`src/rtl/fifo_rd_pkg.sv`:
```
// Shared types and default sizes for the FIFO burst reader.
package fifo_rd_pkg;

    localparam int unsigned DEF_WIDTH = 32;
    localparam int unsigned DEF_LEN_W = 8;

    typedef enum logic [1:0] {
        IDLE  = 2'd0,
        FETCH = 2'd1,
        DRAIN = 2'd2,
        DONE  = 2'd3
    } state_t;

endpackage

```
`src/rtl/fifo_burst_reader_if.sv`:
```
// FIFO pop port plus the valid/ready output stream of the burst reader.
interface fifo_burst_reader_if import fifo_rd_pkg::*; #(
    parameter int unsigned WIDTH = DEF_WIDTH
) ();

    logic             fifo_read_en;
    logic             fifo_empty_n;
    logic [WIDTH-1:0] fifo_data;
    logic             m_valid;
    logic             m_ready;
    logic [WIDTH-1:0] m_data;
    logic             m_last;

    modport master (
        output fifo_read_en,
        input  fifo_empty_n,
        input  fifo_data,
        output m_valid,
        input  m_ready,
        output m_data,
        output m_last
    );

    modport slave (
        input  fifo_read_en,
        output fifo_empty_n,
        output fifo_data,
        input  m_valid,
        output m_ready,
        input  m_data,
        input  m_last
    );

endinterface

```
`src/rtl/fifo_rd_skid.sv`:
```
// Two-entry in-order output buffer between the FIFO read port and the stream.
module fifo_rd_skid import fifo_rd_pkg::*; #(
    parameter int unsigned WIDTH = DEF_WIDTH
) (
    input  logic             clk,
    input  logic             rst,
    input  logic             push,
    input  logic [WIDTH-1:0] push_data,
    input  logic             push_last,
    input  logic             m_ready,
    output logic             m_valid,
    output logic [WIDTH-1:0] m_data,
    output logic             m_last,
    output logic [1:0]       occ
);

    logic [WIDTH-1:0] data0;
    logic [WIDTH-1:0] data1;
    logic             last0;
    logic             last1;
    logic             pop;

    assign pop = m_valid && m_ready;

    // Head entry drives the stream; a pop shifts entry 1 forward, a push fills the first free slot.
    always_ff @(posedge clk) begin
        if (rst) begin
            occ   <= 2'd0;
            data0 <= '0;
            data1 <= '0;
            last0 <= 1'b0;
            last1 <= 1'b0;
        end else begin
            unique case ({push, pop})
                2'b10: begin
                    if (occ == 2'd0) begin
                        data0 <= push_data;
                        last0 <= push_last;
                    end else begin
                        data1 <= push_data;
                        last1 <= push_last;
                    end
                    occ <= occ + 2'd1;
                end
                2'b01: begin
                    data0 <= data1;
                    last0 <= last1;
                    occ   <= occ - 2'd1;
                end
                2'b11: begin
                    if (occ == 2'd1) begin
                        data0 <= push_data;
                        last0 <= push_last;
                    end else begin
                        data0 <= data1;
                        last0 <= last1;
                        data1 <= push_data;
                        last1 <= push_last;
                    end
                end
                default: begin
                end
            endcase
        end
    end

    // Stream view of the head entry.
    always_comb begin
        m_valid = (occ != 2'd0);
        m_data  = data0;
        m_last  = (occ != 2'd0) && last0;
    end

endmodule

```
`src/rtl/fifo_burst_reader.sv`:
```
// Drains burst_len words from the FIFO per start command onto a valid/ready stream.
module fifo_burst_reader import fifo_rd_pkg::*; #(
    parameter int unsigned WIDTH = DEF_WIDTH,
    parameter int unsigned LEN_W = DEF_LEN_W
) (
    input  logic             clk,
    input  logic             rst,
    input  logic             start,
    input  logic [LEN_W-1:0] burst_len,
    output logic             busy,
    output logic             done,
    output logic [LEN_W-1:0] words_left,
    fifo_burst_reader_if.master bus
);

    state_t           state;
    state_t           state_nxt;
    logic [LEN_W-1:0] issue_cnt;
    logic             inflight;
    logic             inflight_last;
    logic [1:0]       occ;
    logic             hs;
    logic             pop;
    logic [2:0]       slots;
    logic             m_valid_w;
    logic [WIDTH-1:0] m_data_w;
    logic             m_last_w;

    // Buffer slots still claimed once this cycle's handshake retires; keeps the in-flight word a home.
    assign hs    = m_valid_w && bus.m_ready;
    assign slots = 3'(occ) + 3'(inflight) - 3'(hs);
    assign pop   = !rst && (state == FETCH) && bus.fifo_empty_n
                   && (issue_cnt != '0) && (slots < 3'd2);

    assign bus.fifo_read_en = pop;
    assign bus.m_valid      = m_valid_w;
    assign bus.m_data       = m_data_w;
    assign bus.m_last       = m_last_w;

    // State register.
    always_ff @(posedge clk) begin
        if (rst) begin
            state <= IDLE;
        end else begin
            state <= state_nxt;
        end
    end

    // Next-state logic; the final handshake jumps straight to DONE so done follows it immediately.
    always_comb begin
        state_nxt = state;
        unique case (state)
            IDLE: begin
                if (start) begin
                    state_nxt = (burst_len == '0) ? DONE : FETCH;
                end
            end
            FETCH: begin
                if (hs && (words_left == LEN_W'(1))) begin
                    state_nxt = DONE;
                end else if ((issue_cnt == '0) || (pop && (issue_cnt == LEN_W'(1)))) begin
                    state_nxt = DRAIN;
                end
            end
            DRAIN: begin
                if ((hs && (words_left == LEN_W'(1)))
                    || (!inflight && (occ == 2'd0) && (words_left == '0))) begin
                    state_nxt = DONE;
                end
            end
            DONE: begin
                state_nxt = IDLE;
            end
            default: begin
                state_nxt = IDLE;
            end
        endcase
    end

    // Status outputs decoded from the state register.
    always_comb begin
        busy = 1'b0;
        done = 1'b0;
        unique case (state)
            FETCH, DRAIN: busy = 1'b1;
            DONE:         done = 1'b1;
            default: begin
            end
        endcase
    end

    // Issue/accept counters and the one-deep in-flight tracker.
    always_ff @(posedge clk) begin
        if (rst) begin
            issue_cnt     <= '0;
            words_left    <= '0;
            inflight      <= 1'b0;
            inflight_last <= 1'b0;
        end else begin
            inflight      <= pop;
            inflight_last <= pop && (issue_cnt == LEN_W'(1));
            if ((state == IDLE) && start) begin
                issue_cnt  <= burst_len;
                words_left <= burst_len;
            end else begin
                if (pop && (issue_cnt != '0)) begin
                    issue_cnt <= issue_cnt - LEN_W'(1);
                end
                if (hs && (words_left != '0)) begin
                    words_left <= words_left - LEN_W'(1);
                end
            end
        end
    end

    fifo_rd_skid #(.WIDTH(WIDTH)) u_skid (
        .clk       (clk),
        .rst       (rst),
        .push      (inflight),
        .push_data (bus.fifo_data),
        .push_last (inflight_last),
        .m_ready   (bus.m_ready),
        .m_valid   (m_valid_w),
        .m_data    (m_data_w),
        .m_last    (m_last_w),
        .occ       (occ)
    );

endmodule

```
`src/flat_wrapper.sv`:
```
// flat-port wrapper written by rule: the top's interface ports become plain ports
module fifo_burst_reader_flat import fifo_rd_pkg::*;
#(
    parameter int unsigned WIDTH = DEF_WIDTH,
    parameter int unsigned LEN_W = DEF_LEN_W
)
  (clk, rst, start, burst_len, busy, done, words_left, bus_fifo_read_en, bus_fifo_empty_n, bus_fifo_data, bus_m_valid, bus_m_ready, bus_m_data, bus_m_last);
  fifo_burst_reader_if #(.WIDTH(WIDTH)) bus_i ();
  input  logic clk;
  input  logic rst;
  input  logic start;
  input  logic [LEN_W-1:0] burst_len;
  output logic busy;
  output logic done;
  output logic [LEN_W-1:0] words_left;
  output wire logic [$bits(bus_i.fifo_read_en)-1:0] bus_fifo_read_en;
  input wire logic [$bits(bus_i.fifo_empty_n)-1:0] bus_fifo_empty_n;
  input wire logic [$bits(bus_i.fifo_data)-1:0] bus_fifo_data;
  output wire logic [$bits(bus_i.m_valid)-1:0] bus_m_valid;
  input wire logic [$bits(bus_i.m_ready)-1:0] bus_m_ready;
  output wire logic [$bits(bus_i.m_data)-1:0] bus_m_data;
  output wire logic [$bits(bus_i.m_last)-1:0] bus_m_last;
  assign bus_fifo_read_en = bus_i.fifo_read_en;
  assign bus_i.fifo_empty_n = bus_fifo_empty_n;
  assign bus_i.fifo_data = bus_fifo_data;
  assign bus_m_valid = bus_i.m_valid;
  assign bus_i.m_ready = bus_m_ready;
  assign bus_m_data = bus_i.m_data;
  assign bus_m_last = bus_i.m_last;
  fifo_burst_reader #(.WIDTH(WIDTH), .LEN_W(LEN_W)) u_core (.clk(clk), .rst(rst), .start(start), .burst_len(burst_len), .busy(busy), .done(done), .words_left(words_left), .bus(bus_i));
endmodule
```
`config.mk`:
```
export PLATFORM = sky130hd
export DESIGN_NAME = fifo_burst_reader_flat
export DESIGN_NICKNAME = d
export VERILOG_FILES = /design/src/rtl/fifo_rd_pkg.sv /design/src/rtl/fifo_burst_reader_if.sv /design/src/rtl/fifo_rd_skid.sv /design/src/rtl/fifo_burst_reader.sv /design/src/flat_wrapper.sv
export SDC_FILE = /design/constraint.sdc
export NUM_CORES = 1
export LEC_CHECK = 0
export ABC_AREA = 1
export BUFFER_PORTS_ARGS = -buffer_cell sky130_fd_sc_hd__buf_2
export CAP_MARGIN = 0
export CORE_ASPECT_RATIO = 0.8
export CORE_MARGIN = 8
export CORE_UTILIZATION = 49
export DETAILED_ROUTE_END_ITERATION = 8
export HOLD_SLACK_MARGIN = 0.15
export PLACE_DENSITY = 0.73
export SYNTH_ARGS = -nofsm -noshare
export SYNTH_HDL_FRONTEND = slang
export SYNTH_SLANG_ARGS = --single-unit
```
`constraint.sdc`:
```
create_clock -name clk -period 2.6 [get_ports clk]
set_clock_uncertainty 0.15 [all_clocks]
set_input_delay 0 -clock clk [delete_from_list [all_inputs] [get_ports clk]]
set_output_delay 0 -clock clk [all_outputs]
set_load 0.01 [all_outputs]
```
==> impl_results.md, run 1 <==
- Clock transition at path regs: 90 ps
- Total grt overflow: 0
- Drt via density: 5.18
- Max_cap viols: 0
- Reg area: 0.00176 mm²
- Hold WC Path Type: in2reg
- # clock sinks: 88
- Startpoint types: flop
- Worst-Margin Slew: 982 ps
- Syn Area/Cell: 7.45 µm²
- Die Span Y: 98.4 µm
- Fillers: 690
- Synth-to-Final Area Change: 31.3%
- Antenna fix cells: 0
- Initial DRC Count: 327
- Antenna violations before repair: 0
- Endpoint class of the critical path: flop
- Critical path's largest stage delay: 480 ps
- Clk buf depth: 2
- Distinct cells, synth: 30
- Top cell type's share of synthesized area: 0.423
- Number of global-route vias before repair: 3950
- Worst path slowest cell: fa_1
- Yosys reg bits: 88
- Final period demand of the worst path: 2650 ps
- Setup TNS: -199 ps
- Top-level port count: 90
- Total wire length: 11000 µm
- Final hold viol count: 0
- Maximum vdd drop: 0.621 mV
- H-Tree Depth: 3
- Pleak: 0.00248 µW
- Critical path peak fanout: 5
- TritonCTS Buffers: 9
- Final setup vio count: 6
- Critical path class: reg2reg
- Cell Area, Synth: 0.00416 mm²
- Final period utilization: 1.02
- Max_slew headroom: 0.345
- DR WL/cell: 13.7 µm
- Worst path cell trace: inv_2 > ha_4 > nor2_4 > inv_2 > ha_4 > nor2_4 > inv_2 > fa_1 > nand2_1 > inv_1 > nand2_1 > nor2_2 > nand2_2 > buf_6 > nor2_4 > o21ai_1 > a31oi_1
- Starting Density: 0.497
- Final nets: 750
- Total GRT Usage: 0.184
- Most common cell after layout, fill and taps aside: a21oi_1
- Layout cell share with drive strength beyond 1: 0.240
- DR vias: 4183
- GP Congestion: 0.872
- Worst-skew pair later-pin latency: 350 ps
- Multi-input gate area: 0.00204 mm²
- Syn Nets: 618
- Pwr Total: 5420 µW
- Sequential cell area fraction in the yosys report: 0.423
- Drt drc: 0
- Slew Limit Fails: 0
- Largest net degree at the start of global routing: 65
- Die Span X: 119 µm
- Placed wire-length estimate: 7440 µm
- Power Dens Cells: 991 mW/mm²
- Run status: complete, but fails checks
- Utilization after layout: 0.653
- Post-synthesis cell count: 559
- Root buf cell: clkbuf_8
- Synth area leaders: dfxtp_1 42%, a21oi_1 13%, nand2_1 8.7%
- Setup Slack @ Placement: -83.8 ps
- Site row count: 30
- Yosys top cell by area: dfxtp_1
- Commonest non-fill, non-tap cells in the layout: 104 x a21oi_1, 94 x nand2_1, 88 x buf_2
- Die footprint: 0.0117 mm²
- Critical Path RT: 2730 ps
- Warnings, synthesis: 0
- RSZ-0062 raised after global routing: true
- First-pass GRT wire length: 18200 µm
- CTS tree: done
- Core ar.: 0.00837 mm²
- PortBufs: 89
- Violated checks: setup timing
- Setup ws final: -46.2 ps
- DR pass1 iterations: 5
- Highest clock rate: 378 MHz
- Critical path arrival: 2770 ps
- ANT nets after route: 0
cells in the mapped netlist:
master and n:
clkbuf_2 1, o21ai_0 43, a21oi_2 1, nand2_1 96, nor2_1 17, nand3_1 20, nand4_1 3, inv_2 5
inv_4 1, nor3_1 3, a21oi_4 1, a21oi_1 106, buf_6 7, fa_1 1, a31oi_1 11, ha_1 13
clkbuf_1 10, buf_2 12, o211ai_1 1, nand2_2 3, nor2_4 7, xnor2_1 4, dfxtp_1 88, xor2_1 3
a211oi_2 1, inv_1 65, o21ai_2 1, nor4_1 2, nor2_2 4, o21ai_1 29
cells by family (layout without fill, tap and decap cells):
family | Yosys count | after routing | share of synthesized area
DFF | 88 | 88 | 0.423
xor gates and xnor gates | 7 | 7 | 0.0147
and+or+nand+nor | 155 | 155 | 0.167
buffers and inverters | 101 | 238 | 0.108
adders and majority gates | 14 | 14 | 0.0439
AOI/OAI and AO/OA | 194 | 194 | 0.243
power breakdown:
part | internal (µW) | switching (µW) | leakage (µW)
logic | 988 | 1580 | 0.00167
registers | 1670 | 206 | 0.000716
clock network | 453 | 514 | 0.0000966
critical path, delay by kind of cell, from the launching register on:
family                   cells  cell delay, ps
AND/OR/NAND/NOR              7             670
flip-flops                   1             340
buffers and inverters        5             330
adder cells (fa/ha/maj)      3             860
AO/OA/AOI/OAI                2             230
final cells by class:
cell class | count | share of cell area
multi-input cells | 370 | 0.373
repair buffers | 151 | 0.192
clock inverters | 7 | 0.0140
clock buffers | 9 | 0.0227
flip-flops and latches | 88 | 0.323
inverters | 71 | 0.0497
well taps | 112 | 0.0256
metrics by stage:
stage / instances / cell area [µm²] / hold WS (ps)
floorplan: 559 / 4190 / -22.4
CTS: 806 / 5400 / 265
finish: 808 / 5470 / 279
detailed placement: 737 / 4670 / 103
global route: 808 / 5470 / 258
global placement: 737 / 4670 / 100
state kept, by name, indices dropped and copies added (netlist names):
signal	cells
u_core.u_skid.last0	1
u_core.inflight	1
u_core.u_skid.last1	1
u_core.issue_cnt	8
u_core.state	2
u_core.inflight_last	1
u_core.u_skid.m_data	32
u_core.u_skid.data1	32
u_core.words_left	8
u_core.u_skid.occ	2
final timing paths:
kind	to	slack (ps)	cells after the start	start
worst min register to register	u_core.u_skid.m_data[19]	310	2	u_core.u_skid.m_data[19]
worst max register to register	u_core.issue_cnt[4]	-50	17	u_core.u_skid.occ[1]
worst min-delay path	u_core.u_skid.data1[19]	280	4	bus_fifo_data[19]
worst max-delay path	u_core.issue_cnt[4]	-50	17	u_core.u_skid.occ[1]
routing by layer:
metal  wire, µm  up-vias  GRT usage
li1           -     2108          -
met1       4990     1939      0.227
met2       5170      122      0.295
met3        753       14     0.0640
met4        142        0     0.0543
met5          0        -          0
timing repair:
| action | CTS | global route |
|---|---|---|
| setup buffers | 8 | 2 |
| pin swaps | 9 | 8 |
| gates cloned | 0 | 0 |
| endpoints found under the hold margin | 85 | 0 |
| resized for setup | 7 | 12 |
| hold buffers | 45 | 0 |
| setup endpoints to repair | 11 | 11 |
(Power assumes the default switching activity.)
==> inputs of run 2 (changes only) <==
- CORE_UTILIZATION: 49 -> 50
- CTS_BUF_LIST: not set -> sky130_fd_sc_hd__clkbuf_2
- PLACE_DENSITY: 0.73 -> 0.74
==> run 2 against run 1 <==
The run still ends with setup timing left. Flip-flop and latch count unchanged. Power fell by 3.3%. Non-clock buffer count rose by 36. Routed wire length up 13%. Cell area rose by 4.8%. Setup slack got worse by 140 ps. Die area decreased by 1.7%. Clock power decreased by 27%. Core utilization grew 6.1 points. Combinational power up 3%. Fmax is 5.1% lower. Highest routed layer unchanged.
==> impl_results.md, run 2 (synthesized netlist as in run 1, its figures left out) <==
- Fin area: 0.00573 mm² (+4.8%)
- CP most frequent cell: inv_2
- Largest net degree at the start of global routing: 65 (unchanged)
- Worst path slowest cell: fa_1
- Starting Density: 0.519 (+0.0218)
- Drt via density: 5.25 (+1.5%)
- Die footprint: 0.0115 mm² (-1.7%)
- DR vias: 4413 (+5.5%)
- Crit Reg-Reg Startpoint: u_core.u_skid.occ[0]
- Hold WC Path Type: in2reg
- GP Congestion: 0.862 (-1.1%)
- Endpoint class of the critical path: output pin
- Die Span X: 118 µm (-0.87%)
- Max_cap viols: 0 (unchanged)
- PortBufs: 89 (unchanged)
- Power Dens Cells: 915 mW/mm² (-7.7%)
- Number of global-route vias before repair: 4302 (+8.9%)
- Setup Slack @ Placement: -45.0 ps (+38.8 ps)
- Final period utilization: 1.07 (+0.0546)
- Reg2reg setup slack: -150 ps (-100 ps)
- Most common cell after layout, fill and taps aside: a21oi_1
- Critical path arrival: 2640 ps (-130 ps)
- Total grt overflow: 0 (unchanged)
- Final setup vio count: 11 (+5)
- Violated checks: setup timing
- Critical path class: reg2out
- Antenna violations before repair: 1 (+1)
- Clock transition at path regs: 240 ps (+150 ps)
- Critical path's largest stage delay: 470 ps (about the same)
- RSZ-0062 raised after global routing: true
- Hold Path Depth: 4 (unchanged)
- Final hold viol count: 0 (unchanged)
- Maximum vdd drop: 0.645 mV (+3.8%)
- P_sw: 2340 µW (+1.3%)
- Top-level port count: 90 (unchanged)
- Site row count: 29 (-3.3%)
- Drt drc: 0 (unchanged)
- H-Tree Depth: 3 (unchanged)
- Total wire length: 12500 µm (+13%)
- Sw Share: 0.446 (+0.0204)
- # clock sinks: 88 (unchanged)
- Total GRT Usage: 0.213 (+0.0296)
- Worst-Margin Slew: 683 ps (-299 ps)
- Synth-to-Final Area Change: 37.6%
- TritonCTS Buffers: 9 (unchanged)
- Max_slew headroom: 0.543 (+0.198)
- Commonest non-fill, non-tap cells in the layout: 106 x a21oi_1, 95 x nand2_1, 88 x buf_2
- Hold EP: u_core.issue_cnt[4]
- Clk pwr share: 0.135 (-0.043)
- Startpoint types: flop
- DR WL/cell: 14.9 µm (+9.0%)
- Highest clock rate: 359 MHz (-5.1%)
- Critical Path RT: 2450 ps (-280 ps)
- ANT nets after route: 0 (unchanged)
- Setup ws final: -188 ps (-142 ps)
- Placed wire-length estimate: 7420 µm (-0.25%)
- Critical path peak fanout: 2 (-3)
- Layout cell share with drive strength beyond 1: 0.224 (-0.0156)
- Worst-skew pair later-pin latency: 520 ps (+170 ps)
- Internal power: 2910 µW (-6.7%)
- Run status: complete, but fails checks
- Clk buf depth: 2 (unchanged)
- Reg power frac: 0.361 (+0.014)
- Die Span Y: 97.6 µm (-0.84%)
- Pleak: 0.00259 µW (+4.6%)
- Reg2reg path depth: 17 (unchanged)
- Hold Startpoint: burst_len[4]
- Reg-to-reg endpoint: u_core.issue_cnt[3]
- Slew Limit Fails: 0 (unchanged)
- Initial DRC Count: 271 (-17%)
- Final nets: 786 (+4.8%)
- Worst path cell trace: inv_2 > ha_4 > nor2_4 > inv_2 > ha_4 > nor2_4 > inv_2 > fa_1 > nand2_1 > inv_1 > nand2_1 > nor2_2 > nand2_2 > inv_2 > buf_6
- Core ar.: 0.00802 mm² (-4.2%)
- Cell Area, Placed: 0.00467 mm² (about the same)
- First-pass GRT wire length: 20600 µm (+13%)
- CTS tree: done
- Combinational power share: 0.504 (+0.029)
- DR pass1 iterations: 5 (unchanged)
- Final period demand of the worst path: 2790 ps (+142 ps)
- Root buf cell: clkbuf_2
run 2: area by class of cell:
cell class              instances  area (µm²)
diodes                          1        2.50
clock buffers                   9        45.0
clock inverters                 6        70.1
fillers                       633        2290
inverters                      71         272
multi-input cells             370        2040
flip-flops and latches         88        1760
well taps                     108         135
repair buffers                187        1400
run 2: worst max-delay path, delay by kind of cell (launching register included):
kind                     cells  cell delay, ps
buffers and inverters        6             360
AND/OR/NAND/NOR              6             520
flip-flops                   1             400
adder cells (fa/ha/maj)      3             850
run 2: how the worst max path moves through the flow:
stage          cells past startpoint                   to  slack (ps)            startpoint
2_1_floorplan                     17  u_core.issue_cnt[2]          20  u_core.u_skid.occ[1]
3_3_place_gp                      17  u_core.issue_cnt[7]          40  u_core.u_skid.occ[0]
3_5_place_dp                      16  u_core.issue_cnt[6]         -40  u_core.u_skid.occ[0]
4_1_cts                           15     bus_fifo_read_en        -170  u_core.u_skid.occ[1]
5_1_grt                           15     bus_fifo_read_en        -370  u_core.u_skid.occ[1]
6_report                          15     bus_fifo_read_en        -190  u_core.u_skid.occ[0]
run 2: per-layer routing:
metal  up-vias  part of all wire  GRT usage
met4         0             0.027     0.0845
met3        31             0.072     0.0517
met5         -                 0          0
li1       2188                 -          -
met2       198              0.49      0.378
met1      1996              0.41      0.242
run 2: per-stage QoR:
step | cells | setup TNS (ps) | utilization | power (µW) | hold WS [ps]
finish | 840 | -974 | 0.714 | 5240 | 214
global route | 840 | -2660 | 0.714 | 5630 | 153
CTS | 836 | -537 | 0.708 | 5150 | 164
detailed placement | 734 | -176 | 0.583 | 4260 | 111
global placement | 734 | 0 | 0.583 | 4190 | 99.6
floorplan | 559 | 0 | - | 3680 | -22.4
run 2: power by group through the flow:
stage / logic [µW] / registers (µW) / clock network (µW)
3_5_place_dp: 2360 / 1900 / 0
4_1_cts: 2550 / 1870 / 726
2_1_floorplan: 1690 / 2000 / 0
5_1_grt: 2920 / 1930 / 781
3_3_place_gp: 2300 / 1890 / 0
6_report: 2640 / 1890 / 706
run 2: repair_timing:
item,CTS,global route
buffers inserted,10,4
setup endpoints to repair,11,11
resized for setup,11,8
hold endpoints to repair,87,0
pin swaps,12,8
hold buffers,79,0
==> inputs of run 3 (changes only) <==
- SETUP_SLACK_MARGIN: not set -> 0.3
==> run 3 against run 2 <==
Via count rose by 1.9%. Largest power group unchanged. Routed wire length is 0.42% lower. Power grew 3.3%. First-iteration DRC count is 30% higher. The flow still finishes with violations (setup timing).
==> impl_results.md, run 3 (synthesized netlist as in run 1, its figures left out) <==
- Run status: complete, but fails checks
- Violated checks: setup timing
- Worst-skew pair later-pin latency: 530 ps (about the same)
- Setup ws final: -253 ps (-64.4 ps)
- Root buf cell: clkbuf_2
- Number of global-route vias before repair: 4287 (-0.35%)
- DR pass1 iterations: 5 (unchanged)
- RSZ-0062 raised after global routing: true
- Antenna violations before repair: 0 (-1)
- Utilization after layout: 0.738 (+0.0232)
- Critical path's largest stage delay: 490 ps (+20 ps)
- Max_cap viols: 0 (unchanged)
- Largest net degree at the start of global routing: 65 (unchanged)
- Met3 GRT Util: 0.0778 (+0.0261)
- Power Dens Cells: 915 mW/mm² (about the same)
- Total grt overflow: 0 (unchanged)
- Total GRT Usage: 0.207 (-0.00617)
- Setup TNS: -1960 ps (-986 ps)
- Total wire length: 12500 µm (-0.42%)
- Clock transition at path regs: 240 ps (about the same)
- Top-level port count: 90 (unchanged)
- Highest clock rate: 351 MHz (-2.3%)
- Clk pwr share: 0.130 (-0.005)
- Layout cell share with drive strength beyond 1: 0.240 (+0.0159)
- Clk buf depth: 2 (unchanged)
- GP Congestion: 0.825 (-4.3%)
- Starting Density: 0.519 (unchanged)
- Final hold viol count: 0 (unchanged)
- Max_slew headroom: 0.347 (-0.196)
- Fillers: 587 (-7.3%)
- First-pass GRT wire length: 20100 µm (-2.0%)
- P_sw: 2390 µW (+2.2%)
- Met1 usage: 0.244 (+0.00226)
- Critical path arrival: 3180 ps (+540 ps)
- CP most frequent cell: nor2_4
- Antenna fix cells: 0 (-1)
- Critical path peak fanout: 5 (+3)
- Synth-to-Final Area Change: 42.1%
- DP Cell Count: 733 (-0.14%)
- Non-Filler Instances: 853 (+1.5%)
- Critical path class: reg2reg
- Placed wire-length estimate: 7450 µm (+0.39%)
- ANT nets after route: 0 (unchanged)
- Drt drc: 0 (unchanged)
- Sw Share: 0.441 (-0.00503)
- Die footprint: 0.0115 mm² (unchanged)
- Most common cell after layout, fill and taps aside: a21oi_1
- Initial DRC Count: 351 (+30%)
- Cell Area, Placed: 0.00467 mm² (-0.11%)
- Commonest non-fill, non-tap cells in the layout: 103 x a21oi_1, 93 x nand2_1, 88 x buf_2
- Maximum vdd drop: 0.526 mV (-18%)
- Critical Path RT: 2930 ps (+480 ps)
- Die Span X: 118 µm (unchanged)
- Combinational power share: 0.521 (+0.017)
- # clock sinks: 88 (unchanged)
- DR WL/cell: 14.6 µm (-1.9%)
- TritonCTS Buffers: 9 (unchanged)
- Internal power: 3030 µW (+4.3%)
- Busiest grt layer: met2
- Final period demand of the worst path: 2850 ps (+64.4 ps)
- Endpoint class of the critical path: flop
- Final nets: 799 (+1.7%)
- Buf/Inv on CP: 6 (unchanged)
- Final period utilization: 1.10 (+0.0248)
- Drt via density: 5.27 (+0.37%)
- Die Span Y: 97.6 µm (unchanged)
- Pleak: 0.00269 µW (+3.6%)
- M2 GR Usage: 0.345 (-0.0333)
- DR vias: 4498 (+1.9%)
- Final setup vio count: 11 (unchanged)
- PortBufs: 89 (unchanged)
- H-Tree Depth: 3 (unchanged)
- Startpoint types: flop
- Top Family by Delay on Critical Path: adder cells
- Reg power frac: 0.350 (-0.011)
- Worst path cell trace: inv_4 > ha_4 > nor2_4 > inv_2 > ha_4 > nor2_4 > inv_2 > fa_1 > nand2_1 > inv_1 > nand2_1 > nor2_2 > nand2_2 > buf_4 > buf_6 > nor2_4 > o21ai_1 > a31oi_1
- Fin area: 0.00592 mm² (+3.3%)
- Slew Limit Fails: 0 (unchanged)
- Core ar.: 0.00802 mm² (unchanged)
- CTS tree: done
- Worst path slowest cell: fa_1
- Site row count: 29 (unchanged)
- Worst-Margin Slew: 978 ps (+296 ps)
- Hold WC Path Type: in2reg
run 3: changes by cell type in the layout (fill, tap and decap cells not counted), moves of 2 or more:
cell and change:
a21oi_2 +3, inv_6 +2, dlymetal6s4s_1 +2, nand2_1 -2
buf_4 +5, dlygate4sd3_1 +4, a21oi_1 -3
run 3: path summary, 6_finish.rpt:
kind                         from                    to  slack (ps)  cells after the start
min reg2reg  u_core.inflight_last   u_core.u_skid.last1         320                      2
max          u_core.u_skid.occ[0]   u_core.issue_cnt[4]        -250                     18
min                  burst_len[7]  u_core.words_left[7]         220                      4
max reg2reg  u_core.u_skid.occ[0]   u_core.issue_cnt[4]        -250                     18
run 3: layout make-up:
cell class	count	area (µm²)	share of cell area
clock buffers	10	50.0	0.00846
clock inverters	6	67.6	0.0114
inverters	71	285	0.0482
multi-input cells	370	2080	0.351
flip-flops and latches	88	1760	0.298
well taps	108	135	0.0228
repair buffers	200	1540	0.260
run 3: layer usage:
metal / up-vias / wire, µm
met5: - / 0
met4: 0 / 278
met3: 32 / 1110
met2: 204 / 5900
met1: 2060 / 5180
li1: 2202 / -
run 3: repair_timing:
item,4_1_cts,5_1_grt
cloned,0,0
pin swaps,7,6
resized for setup,14,24
setup buffers,10,9
hold buffers,84,2
endpoints found under the setup margin,13,58
endpoints found under the hold margin,87,35
run 3: stage by stage:
step / worst slack [ps] / total power [µW] / hold slack [ps]
after floorplan: 17.3 / 3690 / -22.4
after global placement: 29.8 / 4200 / 99.2
after detailed placement: -82.9 / 4280 / 106
after CTS: -196 / 5240 / 157
after global routing: -386 / 5840 / 151
final: -253 / 5420 / 220
run 3: power groups by stage:
stage          registers, µW  logic [µW]  clock network [µW]
2_1_floorplan           2000        1690                   0
3_3_place_gp            1890        2320                   0
3_5_place_dp            1900        2370                   0
4_1_cts                 1880        2640                 723
5_1_grt                 1930        3130                 784
6_report                1890        2820                 703
run 3: worst reg2reg max path: cells and delay by family, from the launching register on:
| family | cells | cell delay, ps |
|---|---|---|
| buffers and inverters | 6 | 450 |
| adders and majority gates | 3 | 870 |
| DFF | 1 | 400 |
| and+or+nand+nor | 7 | 680 |
| AOI/OAI and AO/OA | 2 | 270 |
